<file path="config.mk">
export PLATFORM = sky130hd
export DESIGN_NAME = seg7_scan_mux
export DESIGN_NICKNAME = d
export VERILOG_FILES = /design/src/rtl/seg7_scan_mux.sv
export SDC_FILE = /design/constraint.sdc
export NUM_CORES = 1
export LEC_CHECK = 0
export CAP_MARGIN = 20
export CORE_UTILIZATION = 49
export DETAILED_ROUTE_END_ITERATION = 6
export PLACE_DENSITY = 0.76
export RECOVER_POWER = 25
export REMOVE_ABC_BUFFERS = 1
export SLEW_MARGIN = 10
export SYNTH_ARGS = -nofsm -noshare
export SYNTH_HDL_FRONTEND = slang
export SYNTH_SLANG_ARGS = --single-unit
</file>
<file path="constraint.sdc">
create_clock -name clk -period 2.12 [get_ports clk]
set_clock_uncertainty 0.15 [all_clocks]
set_input_delay 0.212 -clock clk [delete_from_list [all_inputs] [get_ports clk]]
set_output_delay 0.212 -clock clk [all_outputs]
set_load 0.01 [all_outputs]
</file>
<file path="src/rtl/seg7_scan_mux.sv">
// ============================================================================
// seg7_scan_mux
// ----------------------------------------------------------------------------
// Drives NUM_DIGITS hex nibbles onto one shared 7-segment bus, one digit at a
// time, with per-digit anode enables. Each digit slot lasts PRESCALE cycles.
// The first BLANK_CYCLES cycles of a slot keep every anode off, so the segment
// pattern can settle without ghosting onto the neighbouring digit. The inputs
// are captured once per frame, at the start of digit 0's slot, so a frame
// never mixes old and new values.
//
// Optional feature (compile-time macro SEG7_LZ_SUPPRESS_EN):
//   Leading-zero suppression. A digit i > 0 stays dark during its SHOW phase
//   when it and every more significant digit hold nibble 0 with no decimal
//   point. Digit 0 is always shown. Slot timing does not change.
//
// Ports:
//   clk          rising-edge clock
//   rst          synchronous, active-high reset
//   enable       1 = scan runs; 0 = scan frozen and display blanked
//   digits_in    nibble i at [4i+3:4i]; digit NUM_DIGITS-1 is most significant
//   dp_in        decimal point per digit, 1 = lit
//   seg          {a,b,c,d,e,f,g}, active-low, seg[6] = a (registered)
//   dp           decimal point, active-low (registered)
//   an           anode enables, active-low, at most one low (registered)
//   frame_start  one-cycle pulse on the cycle after a snapshot is taken
// ============================================================================
module seg7_scan_mux #(
    parameter int NUM_DIGITS   = 4,
    parameter int PRESCALE     = 50000,
    parameter int BLANK_CYCLES = 500
) (
    input  logic                      clk,
    input  logic                      rst,
    input  logic                      enable,
    input  logic [4*NUM_DIGITS-1:0]   digits_in,
    input  logic [NUM_DIGITS-1:0]     dp_in,
    output logic [6:0]                seg,
    output logic                      dp,
    output logic [NUM_DIGITS-1:0]     an,
    output logic                      frame_start
);

    localparam int TW = ($clog2(PRESCALE) > 1) ? $clog2(PRESCALE) : 1;
    localparam int IW = ($clog2(NUM_DIGITS) > 1) ? $clog2(NUM_DIGITS) : 1;
    localparam logic [TW-1:0] T_LAST = TW'(PRESCALE - 1);
    localparam logic [IW-1:0] I_LAST = IW'(NUM_DIGITS - 1);

    // Hex nibble to active-low abcdefg pattern.
    function automatic logic [6:0] hex_to_seg(input logic [3:0] nib);
        logic [6:0] pat;
        case (nib)
            4'h0:    pat = 7'h01;
            4'h1:    pat = 7'h4F;
            4'h2:    pat = 7'h12;
            4'h3:    pat = 7'h06;
            4'h4:    pat = 7'h4C;
            4'h5:    pat = 7'h24;
            4'h6:    pat = 7'h20;
            4'h7:    pat = 7'h0F;
            4'h8:    pat = 7'h00;
            4'h9:    pat = 7'h04;
            4'hA:    pat = 7'h08;
            4'hB:    pat = 7'h60;
            4'hC:    pat = 7'h31;
            4'hD:    pat = 7'h42;
            4'hE:    pat = 7'h30;
            4'hF:    pat = 7'h38;
            default: pat = 7'h7F;
        endcase
        return pat;
    endfunction

    logic [TW-1:0]         t_r;
    logic [IW-1:0]         idx_r;
    logic [3:0]            snap_d_r [NUM_DIGITS];
    logic [NUM_DIGITS-1:0] snap_dp_r;

    logic                  slot_end_s;
    logic                  snap_take_s;
    logic                  in_blank_s;
    logic [NUM_DIGITS-1:0] supp_s;
    logic [NUM_DIGITS-1:0] an_nxt_s;
    logic [6:0]            seg_nxt_s;
    logic                  dp_nxt_s;

    // Slot timing decodes shared by the state and output logic.
    always_comb begin
        slot_end_s  = (t_r == T_LAST);
        snap_take_s = enable && (t_r == '0) && (idx_r == '0);
        // Zero-extend so the compare is done at full integer width.
        in_blank_s  = ({{(32-TW){1'b0}}, t_r} < 32'(BLANK_CYCLES));
    end

`ifdef SEG7_LZ_SUPPRESS_EN
    // Walk from the most significant digit down; a digit is suppressed while
    // everything at and above it is a plain zero. Digit 0 is always shown.
    always_comb begin
        logic zeros_above;
        supp_s      = '0;
        zeros_above = 1'b1;
        for (int j = NUM_DIGITS - 1; j >= 0; j--) begin
            zeros_above = zeros_above && (snap_d_r[j] == 4'h0) && !snap_dp_r[j];
            if (j > 0) begin
                supp_s[j] = zeros_above;
            end else begin
                supp_s[j] = 1'b0;
            end
        end
    end
`else
    // Every digit is shown during its SHOW phase.
    always_comb begin
        supp_s = '0;
    end
`endif

    // Next output values from the current timer, index and snapshot.
    always_comb begin
        an_nxt_s  = '1;
        seg_nxt_s = 7'h7F;
        dp_nxt_s  = 1'b1;
        if (enable && !in_blank_s && !supp_s[idx_r]) begin
            an_nxt_s[idx_r] = 1'b0;
            seg_nxt_s       = hex_to_seg(snap_d_r[idx_r]);
            dp_nxt_s        = ~snap_dp_r[idx_r];
        end else begin
            an_nxt_s  = '1;
            seg_nxt_s = 7'h7F;
            dp_nxt_s  = 1'b1;
        end
    end

    // Slot timer and digit index; both hold while enable is low.
    always_ff @(posedge clk) begin
        if (rst) begin
            t_r   <= '0;
            idx_r <= '0;
        end else if (enable) begin
            if (slot_end_s) begin
                t_r   <= '0;
                idx_r <= (idx_r == I_LAST) ? '0 : idx_r + IW'(1);
            end else begin
                t_r   <= t_r + TW'(1);
            end
        end else begin
            t_r   <= t_r;
            idx_r <= idx_r;
        end
    end

    // Per-frame snapshot of the digit and decimal-point inputs.
    always_ff @(posedge clk) begin
        if (rst) begin
            for (int i = 0; i < NUM_DIGITS; i++) begin
                snap_d_r[i] <= 4'h0;
            end
            snap_dp_r <= '0;
        end else if (snap_take_s) begin
            for (int i = 0; i < NUM_DIGITS; i++) begin
                snap_d_r[i] <= digits_in[4*i +: 4];
            end
            snap_dp_r <= dp_in;
        end else begin
            snap_dp_r <= snap_dp_r;
        end
    end

    // Registered display outputs and frame marker.
    always_ff @(posedge clk) begin
        if (rst) begin
            an          <= '1;
            seg         <= 7'h7F;
            dp          <= 1'b1;
            frame_start <= 1'b0;
        end else begin
            an          <= an_nxt_s;
            seg         <= seg_nxt_s;
            dp          <= dp_nxt_s;
            frame_start <= snap_take_s;
        end
    end

endmodule
</file>
==> results.md, run 1 <==
- Post-Syn Area: 0.00249 mm2
- Classification of the worst-slack hold path: in -> reg
- Setup repair after global routing missed its margin: false
- Worst-skew pair later-pin latency: 0.31 ns
- Width of the die: 73.3 um
- Detailed Routing Iterations Pass 1: 4
- Tot Pwr: 1920 uW
- Count of endpoints failing hold in the final timing report: 0
- Weighted congestion reported at the end of routability-driven placement: 0.848
- 1st-iter DRT viols: 82
- Setup TNS Final: 0 ns
- Flip-flop cell with the highest count after synthesis: sky130_fd_sc_hd__dfxtp_1
- Total Nets Final: 317
- Count of input and output buffers: 35
- Critical setup path kind: reg -> reg
- Flop and latch count out of synthesis: 53
- Global-route usage over all layers: 19.4%
- Crit path required time: 2.14 ns
- Highest clock frequency the design can meet: 495 MHz
- Initial antenna violation count: 0
- Depth of the CTS H-tree: 2
- Growth of design area from synthesis to finish: 26.0%
- Share of cells above drive strength 1: 16.3%
- Maximum vdd ir drop: 400 uV
- Per-instance average area after synthesis: 10.8 um2
- Final critical-path setup slack: 0.0990 ns
- Die extent in y: 73.3 um
- Initial core utilization: 51.7%
- Fillers: 402
- Root Driver: sky130_fd_sc_hd__clkbuf_8
- Core footprint: 0.00482 mm2
- Leading cell types in the layout, fill and taps excluded: sky130_fd_sc_hd__dfxtp_1, sky130_fd_sc_hd__clkdlybuf4s50_1, sky130_fd_sc_hd__nor2_1, sky130_fd_sc_hd__and2_1, sky130_fd_sc_hd__buf_4
- Part of the cycle the worst path needs: 95.3%
- Number of global-route vias before repair: 1714
- Post-CTS Hold Buffers: 0
- Number of synthesized flops with an enable pin: 16
- Count of antenna diodes in the layout: 0
- Top-Level Pins: 36
- Number of buffers on the longest clock path: 2
- Number of vias after detailed routing: 1801
- Antenna violation net count after detailed routing: 0
- Number of sinks handled by clock tree synthesis: 53
- Maximum net fanout on the critical path: 6
- Per-cell routed wire length: 13.5 um
- Number of CTS-inserted buffers: 5
- Final Critical Period: 2.02 ns
- Data arrival time at the worst-slack endpoint: 2.04 ns
- Post-Route Hold Slack: 0.337 ns
- Die Footprint: 0.00537 mm2
- Leakage power summed over all cells: 0.00113 uW
- Share of flip-flops with an asynchronous set or reset after synthesis: 0%
- Leading cell type in the layout, fill and taps excluded: sky130_fd_sc_hd__dfxtp_1
- Crit start category: flop
- Remaining Overflow, GRT: 0
- Number of synthesis warnings: 0
- Aggregate routed wire length: 4720 um
- Number of max-capacitance violations reported: 0
- Kind of end point of the critical path: flop
- Actual transition at the worst max-transition pin: 0.403 ns
- Estimated wirelength of the detail-placed design: 3470 um
- Worst setup slack before clock tree synthesis: -0.0496 ns
- Via-to-Cell Ratio: 5.15
- Setup Viol. Count Final: 0
- Final cell utilization of the core: 65.1%
- Num rows: 25
- Post-synthesis cell type count: 45
- Run status: finished clean
- Synthesized instance count: 231
- Largest net degree at the start of global routing: 22
- DR DRC count: 0
- Sequential element share of the synthesized area: 49.0%
- Rel. slew slack: 72.4%
- TritonCTS clock tree: yes
- Power per standard cell area: 612 mW/mm2
- Clock Pin Slew Worst Setup and Hold Paths: 0.09 ns
- First-pass GRT wire length: 7890 um
- Max-slew violation count: 0
-- critical path, cell delays in order, from the launching register on --
cell and delay (ns):
sky130_fd_sc_hd__dfxtp_2 0.39, sky130_fd_sc_hd__mux4_2 0.57, sky130_fd_sc_hd__buf_4 0.17, sky130_fd_sc_hd__ha_4 0.17, sky130_fd_sc_hd__mux2_2 0.27, sky130_fd_sc_hd__nand2_1 0.07, sky130_fd_sc_hd__o311ai_1 0.09
-- per-stage QoR --
| step | cell area [um2] | cells |
|---|---|---|
| after CTS | 3120 | 349 |
| after floorplan | 2440 | 220 |
| after detailed placement | 3030 | 341 |
| after global placement | 3030 | 341 |
| final | 3140 | 350 |
| after global routing | 3140 | 350 |
-- power breakdown --
group | leakage (uW) | internal [uW] | total [uW] | switching [uW]
Combinational | 0.000614 | 127 | 237 | 110
Clock | 0.0000407 | 234 | 570 | 336
Sequential | 0.000473 | 1090 | 1110 | 22.7
-- path summary, 6_finish.rpt --
path / from / end / slack [ns] / depth (start not counted)
max: flop / seg[2]$_SDFF_PP1_ / 0.1 / 6
min: dp_in[2] / snap_dp_r[2]$_SDFFE_PP0P_ / 0.34 / 2
max reg2reg: flop / seg[2]$_SDFF_PP1_ / 0.1 / 6
min reg2reg: t_r[15]$_SDFFE_PP0P_ / t_r[15]$_SDFFE_PP0P_ / 0.36 / 2
-- timing repair --
| item | in CTS | in global routing |
|---|---|---|
| endpoints found under the hold margin | 0 | 0 |
| setup buffers | 0 | 1 |
| resized for setup | 2 | 3 |
| pin swaps | 0 | 0 |
| endpoints found under the setup margin | 1 | 1 |
-- sequential cells by signal (all words and copies together) (netlist names), named ones only --
| register | count |
|---|---|
| an | 4 |
| dp | 1 |
| frame_start | 1 |
| idx_r | 2 |
| seg | 7 |
| snap_d_r | 16 |
| snap_dp_r | 4 |
| t_r | 16 |
-- layer usage --
| layer | up-vias | wire length (um) | track usage, % |
|---|---|---|---|
| met3 | 9 | 168 | 3.84 |
| li1 | 921 | - | - |
| met1 | 827 | 2290 | 25.6 |
| met4 | 0 | 90 | 7.69 |
| met2 | 44 | 2170 | 31.4 |
| met5 | - | 0 | 0 |
-- final cells by class --
cell class              count  area (um2)  area share [%]
well taps                  67        83.8            2.67
clock buffers               5        68.8            2.19
flip-flops and latches     53        1220            39.0
clock inverters             3        21.3           0.678
multi-input cells         157        1190            38.0
repair buffers             55         510            16.3
inverters                  10        37.5            1.20
-- cell usage after synthesis, drive strengths merged (3+ instances only) --
| library cell | number | area (um2) |
|---|---|---|
| dfxtp | 37 | 741 |
| nor2 | 19 | 71.3 |
| and2 | 18 | 113 |
| edfxtp | 16 | 480 |
| nand2 | 15 | 56.3 |
| ha | 12 | 150 |
| inv | 10 | 37.5 |
| xnor2 | 10 | 87.6 |
| buf | 7 | 35.0 |
| mux2i | 7 | 70.1 |
| nand4 | 7 | 50.1 |
| nor4 | 6 | 50.0 |
| a22o | 5 | 43.8 |
| o21ai | 5 | 28.8 |
| xor2 | 5 | 43.8 |
| a21oi | 4 | 20.0 |
| clkbuf | 4 | 16.3 |
| mux4 | 4 | 90.1 |
| nor3 | 4 | 20.0 |
| and3 | 3 | 18.8 |
| mux2 | 3 | 33.8 |
| nand3 | 3 | 20.0 |
| o21a | 3 | 22.5 |
-- logic make-up (layout without fill, tap and decap cells) --
kind of cell	after synthesis	in the layout	synth area share, %
fa+ha+maj	12	12	6.03
xor+xnor	15	15	5.27
compound gates	27	27	7.89
mux	14	14	7.79
simple gates	89	89	20.4
flops	53	53	49.0
buf+inv	21	73	3.57
(Power assumes the default switching activity.)
==> inputs of run 2 (changes only) <==
- CTS_BUF_LIST: not set -> sky130_fd_sc_hd__clkbuf_16
- SETUP_SLACK_MARGIN: not set -> 0.05
==> run 2 against run 1 <==
Net effect:
- maximum frequency rose by 1.2%
- sequential cell count did not move
- global-route usage rose by 0.92 points
- worst setup slack improved by 0.024 ns
- utilization rose by 1.3 points
- critical path depth did not move
- critical endpoint unchanged
==> results.md, run 2 (synthesis results as in run 1) <==
- Crit start category: flop (unchanged)
- Instance area after placement: 0.00303 mm2 (unchanged)
- Max-slew violation count: 0 (unchanged)
- Remaining Overflow, GRT: 0 (unchanged)
- Area of all placed cells without fillers: 0.00320 mm2 (was 0.00314 mm2)
- Part of the cycle the worst path needs: 94.2% (was 95.3%)
- Biggest registers after layout: snap_d_r x16, t_r x16, seg x7 (unchanged)
- Hold_sp: snap_dp_r[0]$_SDFFE_PP0P_ (was dp_in[2])
- Setup repair after global routing missed its margin: false (unchanged)
- Total Nets Final: 317 (unchanged)
- Switching share of power: 22.6% (was 24.4%)
- Power per standard cell area: 669 mW/mm2 (was 612 mW/mm2)
- Root Driver: sky130_fd_sc_hd__clkbuf_16 (was sky130_fd_sc_hd__clkbuf_8)
- Actual transition at the worst max-transition pin: 0.394 ns (was 0.403 ns)
- Per-cell routed wire length: 14.1 um (was 13.5 um)
- DR DRC count: 0 (unchanged)
- Worst hold path endpoint: snap_dp_r[0]$_SDFFE_PP0P_ (was snap_dp_r[2]$_SDFFE_PP0P_)
- RR Endpoint: seg[2]$_SDFF_PP1_ (unchanged)
- Die Footprint: 0.00537 mm2 (unchanged)
- Rel. slew slack: 73.0% (was 72.4%)
- Maximum vdd ir drop: 519 uV (was 400 uV)
- Number of global-route vias before repair: 1712 (was 1714)
- Global-route usage over all layers: 20.3% (was 19.4%)
- Net load switching power: 483 uW (was 469 uW)
- Aggregate routed wire length: 4930 um (was 4720 um)
- Initial antenna violation count: 0 (unchanged)
- Leakage power summed over all cells: 0.00115 uW (was 0.00113 uW)
- Count of antenna diodes in the layout: 0 (unchanged)
- Detail Route met2 WL: 2430 um (was 2170 um)
- Final Critical Period: 2.00 ns (was 2.02 ns)
- R2R depth: 6 (unchanged)
- Area of all sequential standard cells: 0.00122 mm2 (about the same)
- R2R Path Start: snap_d_r[2][0]$_SDFFCE_PN0P_
- Number of CTS-inserted buffers: 5 (unchanged)
- Footprint of the multi-input gates: 0.00119 mm2 (unchanged)
- Die extent in y: 73.3 um (unchanged)
- Via-to-Cell Ratio: 5.19 (was 5.15)
- Setup Viol. Count Final: 0 (unchanged)
- Fillers: 390 (was 402)
- Estimated wirelength of the detail-placed design: 3470 um (unchanged)
- Run status: finished clean (unchanged)
- Clock share of power: 36.8% (was 29.7%)
- Sequential share of power: 52.0% (was 58.0%)
- Flop-to-flop setup slack: 0.12 ns (was 0.1 ns)
- Worst-skew pair later-pin latency: 0.28 ns (was 0.31 ns)
- Antenna violation net count after detailed routing: 0 (unchanged)
- Weighted congestion reported at the end of routability-driven placement: 0.848 (unchanged)
- Total routed wire length on the met1 layer: 2290 um (about the same)
- Core footprint: 0.00482 mm2 (unchanged)
- Clock Pin Slew Worst Setup and Hold Paths: 0.07 ns (was 0.09 ns)
- Fraction of power consumed by combinational cells: 11.2% (was 12.3%)
- Detailed Routing Iterations Pass 1: 4 (unchanged)
- Maximum net fanout on the critical path: 6 (unchanged)
- Kind of end point of the critical path: flop (unchanged)
- Number of vias after detailed routing: 1818 (was 1801)
- 1st-iter DRT viols: 93 (was 82)
- Metal3 WL: 153 um (was 168 um)
- Number of sinks handled by clock tree synthesis: 53 (unchanged)
- Top-Level Pins: 36 (unchanged)
- Depth of the CTS H-tree: 2 (unchanged)
- Classification of the worst-slack hold path: reg -> reg (was in -> reg)
- Critical setup path kind: reg -> reg (unchanged)
- Crit path required time: 2.12 ns (was 2.14 ns)
- Internal Power: 1660 uW (was 1450 uW)
- Num rows: 25 (unchanged)
- Max stage delay on crit path: 0.54 ns (was 0.57 ns)
- First-pass GRT wire length: 8130 um (was 7890 um)
- Count of endpoints failing hold in the final timing report: 0 (unchanged)
- Leading cell types in the layout, fill and taps excluded: sky130_fd_sc_hd__dfxtp_1, sky130_fd_sc_hd__clkdlybuf4s50_1, sky130_fd_sc_hd__nor2_1, sky130_fd_sc_hd__buf_4, sky130_fd_sc_hd__and2_1 (was sky130_fd_sc_hd__dfxtp_1, sky130_fd_sc_hd__clkdlybuf4s50_1, sky130_fd_sc_hd__nor2_1, sky130_fd_sc_hd__and2_1, sky130_fd_sc_hd__buf_4)
- Number of buffers on the longest clock path: 2 (unchanged)
- CP cell instances: mux4_2 > buf_4 > ha_4 > mux2_2 > nand2_1 > o311ai_1 (unchanged)
- Data arrival time at the worst-slack endpoint: 1.99 ns (was 2.04 ns)
- Growth of design area from synthesis to finish: 28.4% (was 26.0%)
- Share of cells above drive strength 1: 16.3% (unchanged)
- Highest clock frequency the design can meet: 501 MHz (was 495 MHz)
- Number of max-capacitance violations reported: 0 (unchanged)
- Family with the most delay on the worst path: multiplexers (unchanged)
- Master of the slowest instance on the critical path: sky130_fd_sc_hd__mux4_2 (unchanged)
- Width of the die: 73.3 um (unchanged)
- Buf+Inv Stages, Crit Path: 1 (unchanged)
- TritonCTS clock tree: yes (unchanged)
- Leading cell type in the layout, fill and taps excluded: sky130_fd_sc_hd__dfxtp_1 (unchanged)
- Count of input and output buffers: 35 (unchanged)
- Setup TNS Final: 0 ns (unchanged)
- Top routing layer in use: met4 (unchanged)
- Hold Path Depth: 1 (was 2)
- Initial core utilization: 51.7% (unchanged)
- Largest net degree at the start of global routing: 22 (unchanged)
==> run 2: metal layers <==
| metal | up-vias | GRT usage [%] |
|---|---|---|
| met5 | - | 0 |
| met4 | 0 | 6.41 |
| met3 | 6 | 4.66 |
| met2 | 51 | 34.1 |
| met1 | 837 | 26.1 |
| li1 | 924 | - |
==> run 2: cell type report <==
class / count / share of cell area, %
tap: 67 / 2.62
multi-input combinational: 157 / 37.3
timing repair buffer: 55 / 16.0
sequential: 53 / 38.3
inverter: 10 / 1.17
clock inverter: 3 / 0.665
clock buffer: 5 / 3.91
==> run 2: repair_timing <==
action / in CTS / in global routing
resized for setup: 2 / 4
setup endpoints to repair: 2 / 1
hold buffers: 0 / 0
setup buffers: 0 / 1
==> run 2: stage by stage <==
stage	util [%]	setup WS, ns	hold WS, ns	instances	total power [uW]
finish	66.4	0.123	0.355	350	2140
global route	66.4	0.0487	0.360	350	2230
CTS	66.0	0.0798	0.344	349	2150
detailed placement	62.9	-0.0496	0.331	341	1370
global placement	62.9	-0.0229	0.308	341	1350
floorplan	-	0.0129	0.140	220	1260
==> run 2: worst register-to-register path, cell delays in order, from the launching register on <==
cell and delay [ns]:
sky130_fd_sc_hd__edfxtp_1 0.40, sky130_fd_sc_hd__mux4_2 0.54, sky130_fd_sc_hd__buf_4 0.18, sky130_fd_sc_hd__ha_4 0.17
sky130_fd_sc_hd__mux2_2 0.27, sky130_fd_sc_hd__nand2_1 0.07, sky130_fd_sc_hd__o311ai_1 0.08
==> run 2: worst max path at each step <==
stage,start,end,depth (start not counted)
after floorplan,flop,seg[6]$_SDFF_PP1_,6
after global placement,enable,snap_d_r[2][2]$_SDFFCE_PN0P_,6
after detailed placement,enable,snap_d_r[0][2]$_SDFFCE_PN0P_,6
after CTS,flop,seg[6]$_SDFF_PP1_,6
after global routing,t_r[0]$_SDFFE_PP0P_,flop,5
final,snap_d_r[2][0]$_SDFFCE_PN0P_,seg[2]$_SDFF_PP1_,6
==> run 2: power by group through the flow <==
stage                     logic (uW)  registers, uW  clock network [uW]
final                            241           1110                 787
after global routing             263           1120                 846
after CTS                        236           1110                 804
after detailed placement         230           1140                   0
after global placement           222           1130                   0
after floorplan                  131           1130                   0
==> inputs of run 3 (changes only) <==
- SKIP_CTS_REPAIR_TIMING: not set -> 1
==> results of run 3 <==
The final DEF is identical to that of run 2; final timing and power are the same.
Among the figures that moved: wire length of the first global-routing pass 8130 um -> 8110 um; via count of the first global-routing pass 1712 -> 1707; met2 usage 34.1% -> 34.0%
